<file path="config.mk">
export PLATFORM = sky130hd
export DESIGN_NAME = i2c_eeprom_ctrl
export DESIGN_NICKNAME = d
export VERILOG_FILES = /design/src/rtl/i2c_pkg.sv /design/src/rtl/eeprom_page_calc.sv /design/src/rtl/i2c_eeprom_ctrl.sv
export SDC_FILE = /design/constraint.sdc
export NUM_CORES = 1
export LEC_CHECK = 0
export ABC_AREA = 1
export CORE_MARGIN = 2
export CORE_UTILIZATION = 45
export CTS_CLUSTER_SIZE = 12
export DETAILED_ROUTE_END_ITERATION = 12
export PLACE_DENSITY = 0.7
export SLEW_MARGIN = 20
export SYNTH_ARGS = -nofsm -noshare
export SYNTH_HDL_FRONTEND = slang
export SYNTH_HIERARCHICAL = 1
export SYNTH_SLANG_ARGS = --single-unit
export TNS_END_PERCENT = 30
</file>
<file path="constraint.sdc">
create_clock -name clk -period 2.9 [get_ports clk]
set_clock_uncertainty 0.1 [all_clocks]
set_input_delay 0.87 -clock clk [delete_from_list [all_inputs] [get_ports clk]]
set_output_delay 0.87 -clock clk [all_outputs]
set_load 0.03 [all_outputs]
</file>
<file path="src/rtl/i2c_pkg.sv">
// i2c_pkg: controller state encoding, I2C direction constants and default write-cycle time
package i2c_pkg;
  typedef enum logic [3:0] {
    IDLE, SETUP, XFER_START, XFER, XFER_WAIT, TWR_WAIT, RD_START, RD_XFER, FINISH
  } state_t;
  localparam logic I2C_RW_READ = 1'b1;
  localparam logic I2C_RW_WRITE = 1'b0;
  localparam int TWR_CYCLES_DEFAULT = 250000;
endpackage

</file>
<file path="src/rtl/eeprom_page_calc.sv">
// eeprom_page_calc: bytes that can be written before crossing the next page boundary
module eeprom_page_calc #(
  parameter int PAGE_SIZE = 64
) (
  input  logic [15:0] addr,
  input  logic [7:0]  remaining,
  output logic [7:0]  seg_len
);
  logic [16:0] room;
  assign room = 17'(PAGE_SIZE) - 17'(addr & 16'(PAGE_SIZE - 1));
  assign seg_len = (17'(remaining) < room) ? remaining : room[7:0];
endmodule

</file>
<file path="src/rtl/i2c_eeprom_ctrl.sv">
// i2c_eeprom_ctrl: page-aware EEPROM read/write sequencer driving a byte-level I2C master
module i2c_eeprom_ctrl
  import i2c_pkg::*;
#(
  parameter int ADDR_BYTES = 2,
  parameter int PAGE_SIZE  = 64,
  parameter int MAX_NBYTES = 255,
  parameter int TWR_CYCLES = TWR_CYCLES_DEFAULT
) (
  input  logic        clk,
  input  logic        reset,
  input  logic        cmd_valid,
  output logic        cmd_ready,
  input  logic        cmd_rw,
  input  logic [6:0]  cmd_slave_addr,
  input  logic [15:0] cmd_mem_addr,
  input  logic [7:0]  cmd_nbytes,
  input  logic [7:0]  wr_data,
  input  logic        wr_valid,
  output logic        wr_ready,
  output logic [7:0]  rd_data,
  output logic        rd_valid,
  output logic        done,
  output logic        error,
  output logic        i2c_start,
  output logic [6:0]  i2c_addr,
  output logic        i2c_rw,
  output logic [7:0]  i2c_nbytes,
  output logic [7:0]  i2c_write_data,
  input  logic [7:0]  i2c_read_data,
  input  logic        i2c_tx_data_req,
  input  logic        i2c_rx_data_ready,
  input  logic        i2c_ready,
  input  logic        i2c_busy
);
  localparam logic [15:0] ADDR_MASK = ADDR_BYTES == 1 ? 16'h00FF : 16'hFFFF;
  state_t state, state_nx;
  logic rw, pending, err, busy_d, busy_fall, last_twr, data_req, bad_cmd;
  logic [15:0] addr;
  logic [7:0] nbytes, remaining, seg_len, seg_calc;
  logic [8:0] idx, nxt, total;
  logic [31:0] twr_cnt;
  eeprom_page_calc #(.PAGE_SIZE(PAGE_SIZE)) u_page_calc (
    .addr(addr),
    .remaining(remaining),
    .seg_len(seg_calc)
  );
  assign bad_cmd = cmd_nbytes == '0 || 32'(cmd_nbytes) > 32'(MAX_NBYTES);
  assign total = 9'(ADDR_BYTES) + {1'b0, seg_len};
  assign nxt = idx + 9'd1;
  assign busy_fall = busy_d && !i2c_busy;
  assign last_twr = twr_cnt == 32'(TWR_CYCLES - 1);
  // a request whose following byte is payload must pull it from the write stream
  assign data_req = i2c_tx_data_req && nxt >= 9'(ADDR_BYTES) && nxt < total;
  assign cmd_ready = state == IDLE;
  assign wr_ready = state == XFER && (pending || data_req);
  assign i2c_start = (state == XFER_START || state == RD_START) && i2c_ready;
  assign done = state == FINISH;
  assign error = done && err;
  always_ff @(posedge clk) state <= reset ? IDLE : state_nx;
  always_comb begin
    state_nx = state;
    case (state)
      IDLE:       if (cmd_valid) state_nx = bad_cmd ? FINISH : SETUP;
      SETUP:      state_nx = XFER_START;
      XFER_START: if (i2c_ready) state_nx = XFER;
      XFER:       if (busy_fall) state_nx = XFER_WAIT;
      XFER_WAIT:  state_nx = rw ? RD_START : TWR_WAIT;
      TWR_WAIT:   if (last_twr) state_nx = remaining == seg_len ? FINISH : SETUP;
      RD_START:   if (i2c_ready) state_nx = RD_XFER;
      RD_XFER:    if (busy_fall) state_nx = FINISH;
      FINISH:     state_nx = IDLE;
      default:    state_nx = IDLE;
    endcase
  end
  always_ff @(posedge clk) begin
    if (reset) begin
      rw <= 1'b0;
      pending <= 1'b0;
      err <= 1'b0;
      busy_d <= 1'b0;
      addr <= '0;
      nbytes <= '0;
      remaining <= '0;
      seg_len <= '0;
      idx <= '0;
      twr_cnt <= '0;
      rd_data <= '0;
      rd_valid <= 1'b0;
      i2c_addr <= '0;
      i2c_rw <= I2C_RW_WRITE;
      i2c_nbytes <= '0;
      i2c_write_data <= '0;
    end else begin
      busy_d <= i2c_busy;
      rd_valid <= state == RD_XFER && i2c_rx_data_ready;
      if (state == RD_XFER && i2c_rx_data_ready) rd_data <= i2c_read_data;
      case (state)
        IDLE: if (cmd_valid) begin
          rw <= cmd_rw;
          i2c_addr <= cmd_slave_addr;
          addr <= cmd_mem_addr & ADDR_MASK;
          nbytes <= cmd_nbytes;
          remaining <= cmd_nbytes;
          err <= bad_cmd;
        end
        SETUP: begin
          seg_len <= rw ? 8'd0 : seg_calc;
          idx <= '0;
          pending <= 1'b0;
          twr_cnt <= '0;
          i2c_rw <= I2C_RW_WRITE;
          i2c_nbytes <= 8'(ADDR_BYTES) + (rw ? 8'd0 : seg_calc);
          i2c_write_data <= ADDR_BYTES == 2 ? addr[15:8] : addr[7:0];
        end
        XFER: if (pending || data_req) begin
          if (wr_valid) begin
            i2c_write_data <= wr_data;
            idx <= nxt;
            pending <= 1'b0;
          end else begin
            pending <= 1'b1;
            err <= 1'b1;
          end
        end else if (i2c_tx_data_req) begin
          idx <= nxt;
          i2c_write_data <= addr[7:0];
        end
        XFER_WAIT: if (rw) begin
          i2c_rw <= I2C_RW_READ;
          i2c_nbytes <= nbytes;
        end
        TWR_WAIT: begin
          twr_cnt <= twr_cnt + 32'd1;
          if (last_twr) begin
            addr <= (addr + 16'(seg_len)) & ADDR_MASK;
            remaining <= remaining - seg_len;
          end
        end
        default: ;
      endcase
    end
  end
endmodule
</file>
==> flow_summary.toml <==
[timing]
hold_slack_ps = 359
fmaxAchievable_mhz = 295
finalSetupViolCount = 2
hold_viol = 0
period_minus_slack_ps = 3390
rsz0062_at_grt = "yes"
finalCritPeriodShare = 1.17
slew_violations = 0
setup_ws_ps = -492

[critical_path]
startpoint = "idx[1]$_SDFFE_PP0P_"
crit_path_end_kind = "primary output"
startpoint_type = "register"
cp.arrival_ps = 2420
worstPathRequired_ps = 1930
crit_fanout = 4
reg2reg_from = "addr[1]$_SDFFE_PP0P_"
endpoint = "wr_ready"
r2r_slack_ps = -70
reg2regPathDepth = 22
r2r_end = "i2c_nbytes[7]$_SDFFE_PP0P_"
crit_type = "register to primary output"

[global_routing]
grt_overflow_total = 0
antenna_found_initial = 0
grt_first_pass_wirelength_mm = 37.9
grtUsageTotal = 0.259
grt_max_degree = 70
grt_pass1_vias = 7692

[floorplan]
die_area_um2 = 18300
core_area_um2 = 16700
die_h_um = 135
rows = 47
pin_count = 94
start_util = 0.464
die_w_um = 135

[cts]
clkTransAtPathRegs_ps = 60
cts_tree = "done"
cts_hold_buffers = 0
cts_sinks = 122
cts_buffer_depth = 2
numCtsBuffers = 17
clockRootBuffer = "clkbuf_16"
htreeDepth = 4
clock_latency_ps = 430

[synthesis]
synth.distinct_cells = 48
syn_avg_cell_area_um2 = 6.48
syn_inst = 1195
synth_edf_count = 0
syn_nets = 1286
ys_ff_latch = 122
syn_area_um2 = 7740
yosysWarnings = 6
synthArstFlopShare = 0
yosysSeqAreaShare = 0.315
synth_ff_type = "dfxtp_1"

[power]
p_leak_nw = 4.08
peakVddDrop_mv = 0.509
p_per_area_nw_per_um2 = 928
power.total_mw = 9.51

[final_layout]
fin_area_um2 = 10200
n_antenna_cell = 0
fill_cells = 1548
nets = 1421
drive_above_1_share = 0.153
syn2layout_area_growth_pct = 32.2
postLayoutCoreUtil = 0.613

[routing]
drtPass1Iterations = 7
ant_nets = 0
wire_per_inst_um = 15.2
vias_per_cell = 5.40
post-route-drc-count = 0
drt_iter0_drc = 645
wl_mm = 23.8
num_vias = 8444

[place]
io_buffers = 93
dp_hpwl_mm = 17.0
placed_area_um2 = 9290
gp_congestion = 0.893

[min_path]
min_from = "rd_data[3]$_SDFFE_PP0P_"
min_path_type = "register to register"

[outcome]
violations = "setup timing"
outcome = "complete, but fails checks"

[run]
cap_violations = 0
## timing repair
item                                    CTS  global route
buffers inserted                          1            10
resized for setup                        12            65
pin swaps                                10            41
endpoints found under the hold margin     0             0
endpoints found under the setup margin    6            25
gates cloned                              0             1
## Yosys cell counts, types with 5 or more instances
library cell	n	area share
nand4_1	40	0.032
nor2_2	6	0.0048
clkbuf_1	35	0.017
a221oi_1	7	0.0079
dfxtp_1	122	0.32
nor3_1	26	0.017
o21ai_0	77	0.050
nand2_2	5	0.0040
a21oi_1	102	0.066
nor2_1	101	0.049
buf_2	5	0.0032
ha_1	33	0.053
a21oi_2	8	0.0090
or2_2	5	0.0040
inv_1	139	0.067
a31oi_1	19	0.015
nor4_1	12	0.0097
a211oi_1	12	0.012
nand3_1	73	0.047
nand2_1	305	0.15
xor2_1	10	0.011
inv_2	6	0.0029
## logic make-up after synthesis
family,synth area share
simple gates,0.341
flops,0.315
fa+ha+maj,0.0585
compound gates,0.174
buf+inv,0.0963
other cells,0.000484
xor+xnor,0.0147
## cells in the final DEF, fill, tap and decap left out, types with 10 or more instances in the layout
cell type        Yosys  routed
inv_1              139     127
nand3_1             73      69
o21ai_0             77      74
clkbuf_16            0      17
dfxtp_1            122     114
a211oi_1            12      12
nor2_1             101      98
ha_1                33      22
a31oi_1             19      18
a21oi_1            102     101
buf_4                1      63
clkdlybuf4s50_1      0      87
inv_2                6      17
nand4_1             40      40
nand2_1            305     294
nand2_2              5      11
nor4_1              12      10
nor3_1              26      24
## sequential cells by signal (all words and copies together), names as in the netlist, 4 cells and up
register and cells:
twr_cnt 32, addr 16, idx 9, i2c_nbytes 8, i2c_write_data 8, nbytes 8
rd_data 8, remaining 8, seg_len 8, i2c_addr 7, state 4
## critical path: stages, from the launching register on
cell and delay, ps:
dfxtp_4 390, ha_4 180, nand2_4 60, o21ai_2 120, nand2_2 90, ha_4 260, nand2_4 60, nor2_2 30
nand2_1 50, nand3_1 70, nand2_1 60, nand2_1 50, nand2_1 50, nand2_1 60, nand2_2 80, nand3_4 80
a21oi_4 170, buf_6 150
## worst min path at each step
stage / endpoint / slack, ps / depth (start not counted)
floorplan: err$_SDFFE_PP0P_ / 330 / 2
global placement: rd_data[1]$_SDFFE_PP0P_ / 350 / 2
detailed placement: rd_data[3]$_SDFFE_PP0P_ / 350 / 2
CTS: rd_data[3]$_SDFFE_PP0P_ / 360 / 2
global route: i2c_addr[5]$_SDFFE_PP0P_ / 390 / 2
finish: rd_data[3]$_SDFFE_PP0P_ / 360 / 2
## power breakdown
| part | switching, mW | internal (mW) |
|---|---|---|
| combinational | 3.09 | 2.06 |
| sequential | 0.354 | 2.03 |
| clock | 0.801 | 1.17 |
## area by class of cell
class | instances | area [µm²] | area share
Sequential cell | 122 | 2460 | 0.240
Timing Repair Buffer | 161 | 1480 | 0.144
Tap cell | 220 | 275 | 0.0269
Multi-Input combinational cell | 882 | 4930 | 0.482
Clock inverter | 13 | 104 | 0.0101
Inverter | 146 | 551 | 0.0538
Clock buffer | 19 | 433 | 0.0423
## stage by stage
stage	setup TNS (ps)	worst slack, ps	cells
2_1_floorplan	-141	-72.9	1195
3_3_place_gp	-247	-158	1522
3_5_place_dp	-508	-262	1522
4_1_cts	-713	-474	1555
5_1_grt	-1320	-659	1563
6_report	-561	-492	1563
## layer usage
layer | vias up | part of all wire | track usage
met1 | 3931 | 0.44 | 0.332
met4 | 0 | 0.020 | 0.0729
met2 | 235 | 0.48 | 0.443
li1 | 4244 | - | -
met5 | - | 0 | 0
met3 | 34 | 0.055 | 0.0527
Note: power is estimated with default switching activity, not from simulation.
